### src/rtl/axi_burst_scheduler_if.sv
// axi_burst_scheduler_if -- AXI4 address/response channels used by the
// burst scheduler (no data payload; W data is muxed externally via gnt_id).
//   master modport : scheduler side (drives AW/AR valid+addr+len, B/R ready)
//   slave modport  : memory side    (drives AW/AR ready, B/R valid+resp, rlast)
interface axi_burst_scheduler_if #(
    parameter int ADDR_WIDTH = 32
);
    logic [ADDR_WIDTH-1:0] m_awaddr;
    logic [7:0]            m_awlen;
    logic                  m_awvalid;
    logic                  m_awready;
    logic                  m_bvalid;
    logic [1:0]            m_bresp;
    logic                  m_bready;
    logic [ADDR_WIDTH-1:0] m_araddr;
    logic [7:0]            m_arlen;
    logic                  m_arvalid;
    logic                  m_arready;
    logic                  m_rvalid;
    logic                  m_rlast;
    logic [1:0]            m_rresp;
    logic                  m_rready;

    modport master (
        output m_awaddr, m_awlen, m_awvalid, m_bready,
        output m_araddr, m_arlen, m_arvalid, m_rready,
        input  m_awready, m_bvalid, m_bresp,
        input  m_arready, m_rvalid, m_rlast, m_rresp
    );

    modport slave (
        input  m_awaddr, m_awlen, m_awvalid, m_bready,
        input  m_araddr, m_arlen, m_arvalid, m_rready,
        output m_awready, m_bvalid, m_bresp,
        output m_arready, m_rvalid, m_rlast, m_rresp
    );
endinterface

### src/rtl/axi_burst_scheduler.sv
// axi_burst_scheduler -- two-requester round-robin AXI4 burst scheduler with
// one burst outstanding at a time and a per-state wait timeout.
//   ACLK, ARESET           : clock, synchronous active-high reset
//   req_valid/write/addr/len: per-requester burst request (slice i = requester i)
//   req_ack                : one-cycle grant pulse (combinational in IDLE)
//   done/done_resp         : one-cycle completion pulse + status (00/10/11)
//   gnt_id, busy           : current owner, non-IDLE indicator
//   m                      : AXI AW/B/AR/R channels (master modport)
module axi_burst_scheduler #(
    parameter int ADDR_WIDTH = 32,
    parameter int TIMEOUT    = 1024
) (
    input  logic                    ACLK,
    input  logic                    ARESET,
    input  logic [1:0]              req_valid,
    input  logic [1:0]              req_write,
    input  logic [2*ADDR_WIDTH-1:0] req_addr,
    input  logic [15:0]             req_len,
    output logic [1:0]              req_ack,
    output logic [1:0]              done,
    output logic [1:0]              done_resp,
    output logic                    gnt_id,
    output logic                    busy,
    axi_burst_scheduler_if.master   m
);
    localparam int WW = $clog2(TIMEOUT + 1);

    typedef enum logic [2:0] {IDLE, ADDR, WDATA, RDATA, DONE} state_t;

    state_t                state_q, state_d;
    logic                  gnt_q, gnt_d;
    logic                  rr_q, rr_d;       // last granted requester
    logic                  dir_q, dir_d;     // 1 = write
    logic [ADDR_WIDTH-1:0] addr_q, addr_d;
    logic [7:0]            len_q, len_d;
    logic [7:0]            beats_q, beats_d;
    logic [WW-1:0]         wait_q, wait_d;
    logic                  slverr_q, slverr_d;
    logic                  proto_q, proto_d; // timeout or rlast protocol error

    logic any_req, win, tmo;
    logic unused_resp_lsb;

    assign unused_resp_lsb = ^{m.m_bresp[0], m.m_rresp[0]};

    assign any_req = |req_valid;
    // On a tie the requester that was not granted last wins.
    assign win     = (req_valid == 2'b11) ? ~rr_q : req_valid[1];
    assign tmo     = (wait_q == WW'(TIMEOUT));

    assign busy       = (state_q != IDLE);
    assign gnt_id     = (state_q == IDLE && any_req && !ARESET) ? win : gnt_q;
    assign m.m_awaddr = addr_q;
    assign m.m_awlen  = len_q;
    assign m.m_araddr = addr_q;
    assign m.m_arlen  = len_q;

    always_comb begin
        state_d     = state_q;
        gnt_d       = gnt_q;
        rr_d        = rr_q;
        dir_d       = dir_q;
        addr_d      = addr_q;
        len_d       = len_q;
        beats_d     = beats_q;
        slverr_d    = slverr_q;
        proto_d     = proto_q;
        req_ack     = 2'b00;
        done        = 2'b00;
        done_resp   = 2'b00;
        m.m_awvalid = 1'b0;
        m.m_arvalid = 1'b0;
        m.m_bready  = 1'b0;
        m.m_rready  = 1'b0;

        case (state_q)
            IDLE: begin
                if (any_req && !ARESET) begin
                    req_ack[win] = 1'b1;
                    gnt_d        = win;
                    rr_d         = win;
                    dir_d        = req_write[win];
                    addr_d       = win ? req_addr[2*ADDR_WIDTH-1:ADDR_WIDTH]
                                       : req_addr[ADDR_WIDTH-1:0];
                    len_d        = win ? req_len[15:8] : req_len[7:0];
                    beats_d      = 8'd0;
                    slverr_d     = 1'b0;
                    proto_d      = 1'b0;
                    state_d      = ADDR;
                end
            end
            ADDR: begin
                if (tmo) begin
                    proto_d = 1'b1;
                    state_d = DONE;
                end else if (dir_q) begin
                    m.m_awvalid = 1'b1;
                    if (m.m_awready) state_d = WDATA;
                end else begin
                    m.m_arvalid = 1'b1;
                    if (m.m_arready) state_d = RDATA;
                end
            end
            WDATA: begin
                if (tmo) begin
                    proto_d = 1'b1;
                    state_d = DONE;
                end else begin
                    m.m_bready = 1'b1;
                    if (m.m_bvalid) begin
                        slverr_d = m.m_bresp[1];
                        state_d  = DONE;
                    end
                end
            end
            RDATA: begin
                if (tmo) begin
                    proto_d = 1'b1;
                    state_d = DONE;
                end else begin
                    m.m_rready = 1'b1;
                    if (m.m_rvalid) begin
                        if (m.m_rresp[1]) slverr_d = 1'b1;
                        if (m.m_rlast) begin
                            if (beats_q != len_q) proto_d = 1'b1;
                            state_d = DONE;
                        end else begin
                            // Final beat index without rlast: flag it, keep
                            // draining until the slave does send rlast.
                            if (beats_q == len_q) proto_d = 1'b1;
                            beats_d = beats_q + 8'd1;
                        end
                    end
                end
            end
            DONE: begin
                done[gnt_q] = 1'b1;
                done_resp   = proto_q ? 2'b11 : (slverr_q ? 2'b10 : 2'b00);
                state_d     = IDLE;
            end
            default: state_d = IDLE;
        endcase

        if (state_d != state_q || state_q == IDLE || state_q == DONE)
            wait_d = '0;
        else
            wait_d = wait_q + WW'(1);
    end

    always_ff @(posedge ACLK) begin
        if (ARESET) begin
            state_q  <= IDLE;
            gnt_q    <= 1'b0;
            rr_q     <= 1'b1;
            dir_q    <= 1'b0;
            addr_q   <= '0;
            len_q    <= 8'd0;
            beats_q  <= 8'd0;
            wait_q   <= '0;
            slverr_q <= 1'b0;
            proto_q  <= 1'b0;
        end else begin
            state_q  <= state_d;
            gnt_q    <= gnt_d;
            rr_q     <= rr_d;
            dir_q    <= dir_d;
            addr_q   <= addr_d;
            len_q    <= len_d;
            beats_q  <= beats_d;
            wait_q   <= wait_d;
            slverr_q <= slverr_d;
            proto_q  <= proto_d;
        end
    end
endmodule

### src/flat_wrapper.sv
// flat-port wrapper written by rule: the top's interface ports become plain ports
module axi_burst_scheduler_flat 
#(
    parameter int ADDR_WIDTH = 32,
    parameter int TIMEOUT    = 1024
)
  (ACLK, ARESET, req_valid, req_write, req_addr, req_len, req_ack, done, done_resp, gnt_id, busy, m_m_awaddr, m_m_awlen, m_m_awvalid, m_m_bready, m_m_araddr, m_m_arlen, m_m_arvalid, m_m_rready, m_m_awready, m_m_bvalid, m_m_bresp, m_m_arready, m_m_rvalid, m_m_rlast, m_m_rresp);
  axi_burst_scheduler_if #(.ADDR_WIDTH(ADDR_WIDTH)) m_i ();
  input  logic ACLK;
  input  logic ARESET;
  input  logic [1:0] req_valid;
  input  logic [1:0] req_write;
  input  logic [2*ADDR_WIDTH-1:0] req_addr;
  input  logic [15:0] req_len;
  output logic [1:0] req_ack;
  output logic [1:0] done;
  output logic [1:0] done_resp;
  output logic gnt_id;
  output logic busy;
  output wire logic [$bits(m_i.m_awaddr)-1:0] m_m_awaddr;
  output wire logic [$bits(m_i.m_awlen)-1:0] m_m_awlen;
  output wire logic [$bits(m_i.m_awvalid)-1:0] m_m_awvalid;
  output wire logic [$bits(m_i.m_bready)-1:0] m_m_bready;
  output wire logic [$bits(m_i.m_araddr)-1:0] m_m_araddr;
  output wire logic [$bits(m_i.m_arlen)-1:0] m_m_arlen;
  output wire logic [$bits(m_i.m_arvalid)-1:0] m_m_arvalid;
  output wire logic [$bits(m_i.m_rready)-1:0] m_m_rready;
  input wire logic [$bits(m_i.m_awready)-1:0] m_m_awready;
  input wire logic [$bits(m_i.m_bvalid)-1:0] m_m_bvalid;
  input wire logic [$bits(m_i.m_bresp)-1:0] m_m_bresp;
  input wire logic [$bits(m_i.m_arready)-1:0] m_m_arready;
  input wire logic [$bits(m_i.m_rvalid)-1:0] m_m_rvalid;
  input wire logic [$bits(m_i.m_rlast)-1:0] m_m_rlast;
  input wire logic [$bits(m_i.m_rresp)-1:0] m_m_rresp;
  assign m_m_awaddr = m_i.m_awaddr;
  assign m_m_awlen = m_i.m_awlen;
  assign m_m_awvalid = m_i.m_awvalid;
  assign m_m_bready = m_i.m_bready;
  assign m_m_araddr = m_i.m_araddr;
  assign m_m_arlen = m_i.m_arlen;
  assign m_m_arvalid = m_i.m_arvalid;
  assign m_m_rready = m_i.m_rready;
  assign m_i.m_awready = m_m_awready;
  assign m_i.m_bvalid = m_m_bvalid;
  assign m_i.m_bresp = m_m_bresp;
  assign m_i.m_arready = m_m_arready;
  assign m_i.m_rvalid = m_m_rvalid;
  assign m_i.m_rlast = m_m_rlast;
  assign m_i.m_rresp = m_m_rresp;
  axi_burst_scheduler #(.ADDR_WIDTH(ADDR_WIDTH), .TIMEOUT(TIMEOUT)) u_core (.ACLK(ACLK), .ARESET(ARESET), .req_valid(req_valid), .req_write(req_write), .req_addr(req_addr), .req_len(req_len), .req_ack(req_ack), .done(done), .done_resp(done_resp), .gnt_id(gnt_id), .busy(busy), .m(m_i));
endmodule
### config.mk
export PLATFORM = sky130hd
export DESIGN_NAME = axi_burst_scheduler_flat
export DESIGN_NICKNAME = d
export VERILOG_FILES = /design/src/rtl/axi_burst_scheduler_if.sv /design/src/rtl/axi_burst_scheduler.sv /design/src/flat_wrapper.sv
export SDC_FILE = /design/constraint.sdc
export NUM_CORES = 1
export LEC_CHECK = 0
export CORE_ASPECT_RATIO = 0.9
export CORE_MARGIN = 4
export CORE_UTILIZATION = 51
export DETAILED_ROUTE_END_ITERATION = 10
export DONT_BUFFER_PORTS = 1
export PLACE_DENSITY = 0.68
export SYNTH_ARGS = -nofsm -noshare
export SYNTH_HDL_FRONTEND = slang
export SYNTH_SLANG_ARGS = --single-unit
### constraint.sdc
create_clock -name ACLK -period 5.12 [get_ports ACLK]
set_input_delay 0.256 -clock ACLK [delete_from_list [all_inputs] [get_ports ACLK]]
set_output_delay 0.256 -clock ACLK [all_outputs]
set_load 0.005 [all_outputs]
After elaboration in Yosys (flattened, before gate mapping)
Index checks and enable logic that the tools add are counted.
{"block": "totals", "ff_bits": 67, "latchBits": 0, "ramBits": 0, "rom_bits": 0, "input_bits": 95, "output_inout_bits": 92, "elab_cells": 112, "n_memories": 0}
{"block": "classes", "add_sub_neg": 2, "n_mul": 0, "div_mod_pow": 0, "order_cmp": 4, "n_eq_ne": 20, "n_shift": 0, "mux": 55, "n_bitwise": 1, "reduce_logical": 20}
{"cell": "2-to-1 mux 8 bit", "n": 5}
{"cell": "2-to-1 mux 32 bit", "n": 1}
{"cell": "2-to-1 mux 3 bit", "n": 10}
{"cell": "2-to-1 mux 1 bit", "n": 27}
{"cell": "one-hot mux 8 bit (2 select lines)", "n": 1}
{"cell": "!= test 2 bit (second input constant)", "n": 7}
{"cell": "2-to-1 mux 2 bit", "n": 6}
{"cell": "one-hot mux 3 bit (4 select lines)", "n": 1}
{"cell": "adder 11 x 1 -> 11 bit (second input constant)", "n": 1}
{"cell": "equality test 11 bit (second input constant)", "n": 1}
{"cell": "nonzero test 3 bit", "n": 3}
{"cell": "adder 8 x 1 -> 8 bit (second input constant)", "n": 1}
{"cell": "equality test 8 bit", "n": 1}
{"cell": "!= test 4 x 2 -> 1 bit (second input constant)", "n": 2}
{"cell": "!= test 8 bit", "n": 1}
{"cell": "AND reduction 7 bit", "n": 1}
{"cell": "equality test 3 x 2 -> 1 bit (second input constant)", "n": 2}
{"cell": "one-hot mux 1 bit (3 select lines)", "n": 2}
{"cell": "AND reduction 6 bit", "n": 1}
{"cell": "OR reduction 2 bit", "n": 3}
{"cell": "logical AND 1 bit", "n": 5}
{"cell": "AND reduction 5 bit", "n": 1}
{"cell": "< comparator 1 x 2 -> 1 bit (second input constant)", "n": 2}
{"cell": "equality test 3 x 1 -> 1 bit (second input constant)", "n": 1}
{"cell": "13 further kinds", "n": 16}

Logic depth before layout (Yosys ltp)
{"block": "logic_depth", "word_depth": 8, "mapped_depth": 8, "depth_no_buf": 7}

Least setup slack after synthesis
No wires, ideal clock.
{"block": "synth_path", "path_type": "register to register", "startpoint": "register u_core.wait_q[0]", "endpoint": "register u_core.beats_q[1]", "setup_ps": 124, "t_arrival_ps": 1577, "required_time_ps": 4996, "setup_slack_ps": 3419, "path_stages_with_launch": 9, "n_path_buf": 1, "period_less_slack_ps": 1701, "cell_sequence": "dfxtp_1 inv_1 ha_1 nor4b_1 nand4_1 a21oi_2 buf_6 mux2i_1 nor2_1"}
{"block": "synth_via", "elab_chain_cells": 3}
{"item": "from (decl)", "line_no": "axi_burst_scheduler.sv:37", "text": "logic [WW-1:0] wait_q, wait_d;"}
{"item": "from (signal assigned)", "line_no": "axi_burst_scheduler.sv:170", "text": "wait_q <= wait_d;"}
{"item": "equality test 11 bit", "line_no": "axi_burst_scheduler.sv:49", "text": "assign tmo = (wait_q == WW'(TIMEOUT));"}
{"item": "!= test 2 bit (no source line)"}
{"item": "AND reduction 5 bit (no source line)"}
{"item": "to (signal assigned)", "line_no": "axi_burst_scheduler.sv:169", "text": "beats_q <= beats_d;"}
{"item": "to (decl)", "line_no": "axi_burst_scheduler.sv:36", "text": "logic [7:0] beats_q, beats_d;"}
No other way between the ends.
A chain may end at the register's enable or synchronous reset.

Final worst setup path
{"block": "layout_path", "startpoint": "register u_core.state_q[2]", "endpoint": "output port gnt_id"}
{"block": "layout_via", "elab_chain_cells": 4}
{"item": "from (decl)", "line_no": "axi_burst_scheduler.sv:30", "text": "state_t state_q, state_d;"}
{"item": "from (signal assigned)", "line_no": "axi_burst_scheduler.sv:163", "text": "state_q <= state_d;"}
{"item": "logical NOT 3 bit", "line_no": "axi_burst_scheduler.sv:52", "text": "assign gnt_id = (state_q == IDLE && any_req && !ARESET) ? win : gnt_q;"}
{"item": "logical AND 1 bit (2 in a row)", "line_no": "axi_burst_scheduler.sv:52"}
{"item": "2-to-1 mux 1 bit", "line_no": "axi_burst_scheduler.sv:52"}
{"item": "to (decl)", "line_no": "flat_wrapper.sv:18", "text": "output logic gnt_id;"}
No other way between the ends.

==> flow_metrics.tcl <==
set metrics [dict create \
    status "complete, no violations" \
    syn_nets 501 \
    reg2reg_slack_ns 2.61 \
    switching_power_uw 362 \
    synth_flop_cell "dfxtp_1" \
    syn_inst 403 \
    drt_first_pass_iters 7 \
    worstPathRequired_ns 4.86 \
    most-common-layout-cells "71 x nor2_1, 67 x dfxtp_1, 43 x mux2i_1" \
    clk_latency_ns 0.34 \
    portBuffers 0 \
    internal_power_uw 859 \
    ir_drop_mv 0.191 \
    arrival_ns 2.42 \
    period_share_pct 52.3 \
    grt_pass1_vias 2494 \
    place.gp.congestion 0.848 \
    syn2layout_area_growth_pct -1.88 \
    synth_simple_gate_area_share_pct 17.9 \
    period_minus_slack_ns 2.68 \
    final_common_cell "nor2_1" \
    io_pins 187 \
    cts_tree "built" \
    worst-path-max-fanout 43 \
    powerDensity_nw_per_um2 353 \
    start_util_pct 52.9 \
    cts_post_setup_buffers_inserted 0 \
    timing_worst_setup_path_type "reg -> out" \
    tightestPinTransition_ns 0.910 \
    finalWirelength_um 7960 \
    p_seq_share_pct 50.7 \
    grt_overflow 0 \
    fin_nets 452 \
    grt_setup_unrepaired "no" \
    setup_viol 0 \
    cts-htree-levels 3 \
    core_area_um2 6660 \
    drc_errors 0 \
    switching_share_pct 29.6 \
    final_max_slew_viol_count 0 \
    cellLeakagePower_uw 0.00122 \
    rows 28 \
    hold_class "in -> reg" \
    drive_gt1_share_pct 6.70 \
    antenna_found_initial 0 \
    grt_max_degree 46 \
    path_clk_slew_ns 0.08 \
    synth_cell_types 40 \
    place_area_um2 3240 \
    synth_mux_area_share_pct 12.5 \
    async_flop_share_pct 0 \
    power_frac_clock_pct 35.2 \
    synth_compound_area_share_pct 13.6 \
    wl_per_cell_um 17.8 \
    cts.sinks 67 \
    hold_viol_final 0 \
    synth_fa_ha_area_share_pct 1.07 \
    finalSetupTns_ns 0 \
    synth_area_per_cell_um2 8.73 \
    finalClockSkew_ns 0.0123 \
    vias 2591 \
    root_buffer "clkbuf_8" \
    grt_pass1_wl_um 12300 \
    slew_headroom_pct 39.2 \
    p_comb_share_pct 14.1 \
    place_hpwl_um 5710 \
    routed_via_density 5.78 \
    drv_cap 0 \
    design_area_um2 3450 \
    place_ws_ns 2.62 \
    die_y_um 86.8 \
    ys_seq_elements 67 \
    critPathLaunchType "flop" \
    synth.yosys.seq_area_share_pct 38.1 \
    cts_buffer_depth 2 \
    clock.fmax_mhz 373 \
    diodes 0 \
    synth-xor-area-share_pct 4.48 \
    die_area_um2 8300 \
    whs_ns 0.0193 \
    synth_top_family_by_area "simple AND/OR/NAND/NOR gates" \
    finalPower_uw 1220 \
    synth_edf_count 0 \
    netlist_area_um2 3520 \
    setup_slack_ns 2.44 \
    drtIter0Drc 173 \
    die_w_um 95.6 \
    endpoint_kind "output port" \
    cts_inserted_buffers 9 \
    yosysWarnings 0 \
    drtAntennaViolNets 0 \
    fillers 620 \
    grt_usage_pct 19.1 \
]
per-layer routing:
metal	track usage, %	routed length [um]
met1	22.9	3360
met2	31.3	3890
met3	8.59	615
met4	4.78	95
met5	0	0
sequential cells by signal, summed over array words and instances, names as in the netlist:
name               count
u_core.slverr_q        1
u_core.beats_q         8
u_core.m.m_araddr     32
u_core.m.m_arlen       8
u_core.wait_q         11
u_core.proto_q         1
u_core.rr_q            1
u_core.gnt_q           1
u_core.state_q         3
u_core.dir_q           1
worst max-delay path, cell delays in order (launching register included):
cell and delay [ns]:
dfxtp_1 0.41, or3_4 0.46, nor2_4 0.72, and2_1 0.33, a21o_1 0.15
area by class of cell:
class                           instances  area [um2]  area share (%)
Inverter                                4        15.0           0.435
Clock inverter                          6        67.6            1.96
Tap cell                               90         113            3.26
Sequential cell                        67        1340            38.8
Timing Repair Buffer                    3        35.0            1.01
Multi-Input combinational cell        269        1760            50.9
Clock buffer                            9         124            3.59
power groups by stage:
stage | Sequential, uW | Clock, uW | Combinational [uW]
after global routing | 627 | 464 | 195
after detailed placement | 631 | 0 | 165
final | 619 | 430 | 172
after floorplan | 608 | 0 | 202
after global placement | 631 | 0 | 160
after CTS | 620 | 443 | 173
final timing paths:
kind,start,endpoint,cells past startpoint
hold / removal,ARESET,u_core.rr_q$_SDFFE_PP1P_,1
setup / recovery,u_core.state_q[2]$_SDFF_PP0_,gnt_id,4
setup reg to reg,u_core.state_q[2]$_SDFF_PP0_,u_core.m.m_araddr[14]$_SDFFE_PP0P_,5
hold reg to reg,u_core.wait_q[0]$_SDFF_PP0_,u_core.wait_q[0]$_SDFF_PP0_,1
Yosys cell counts, types with 4 or more instances:
| library cell | instances | share of area (%) |
|---|---|---|
| nor2_1 | 71 | 7.6 |
| dfxtp_1 | 67 | 38 |
| mux2i_1 | 43 | 12 |
| a211oi_1 | 42 | 9.0 |
| buf_4 | 40 | 8.5 |
| nand2_1 | 13 | 1.4 |
| xnor2_1 | 13 | 3.2 |
| buf_2 | 12 | 1.7 |
| o21ai_0 | 10 | 1.4 |
| a21oi_1 | 9 | 1.3 |
| or3_1 | 9 | 1.6 |
| and3_1 | 8 | 1.4 |
| clkbuf_1 | 7 | 0.75 |
| nand3_1 | 7 | 1.0 |
| nand4_1 | 6 | 1.1 |
| xor2_1 | 5 | 1.2 |
| inv_1 | 4 | 0.43 |
| nor2b_1 | 4 | 0.71 |
| nor3_1 | 4 | 0.57 |
kinds of logic (layout without fill, tap and decap cells):
group,after synthesis,in the layout
and+or+nand+nor,134,134
muxes,44,44
adders and majority gates,3,3
DFF,67,67
AOI/OAI and AO/OA,70,70
xor gates and xnor gates,18,18
buffers and inverters,67,22
per-stage QoR:
stage | utilization [%] | std cells
2_1_floorplan | - | 403
3_3_place_gp | 48.7 | 432
3_5_place_dp | 48.7 | 432
4_1_cts | 51.9 | 448
5_1_grt | 51.9 | 448
6_report | 51.9 | 448
timing repair:
item                                   CTS  global route
endpoints found under the hold margin   45             0
gates resized for setup                  0             0
hold buffers                             1             0
(Power assumes the default switching activity.)
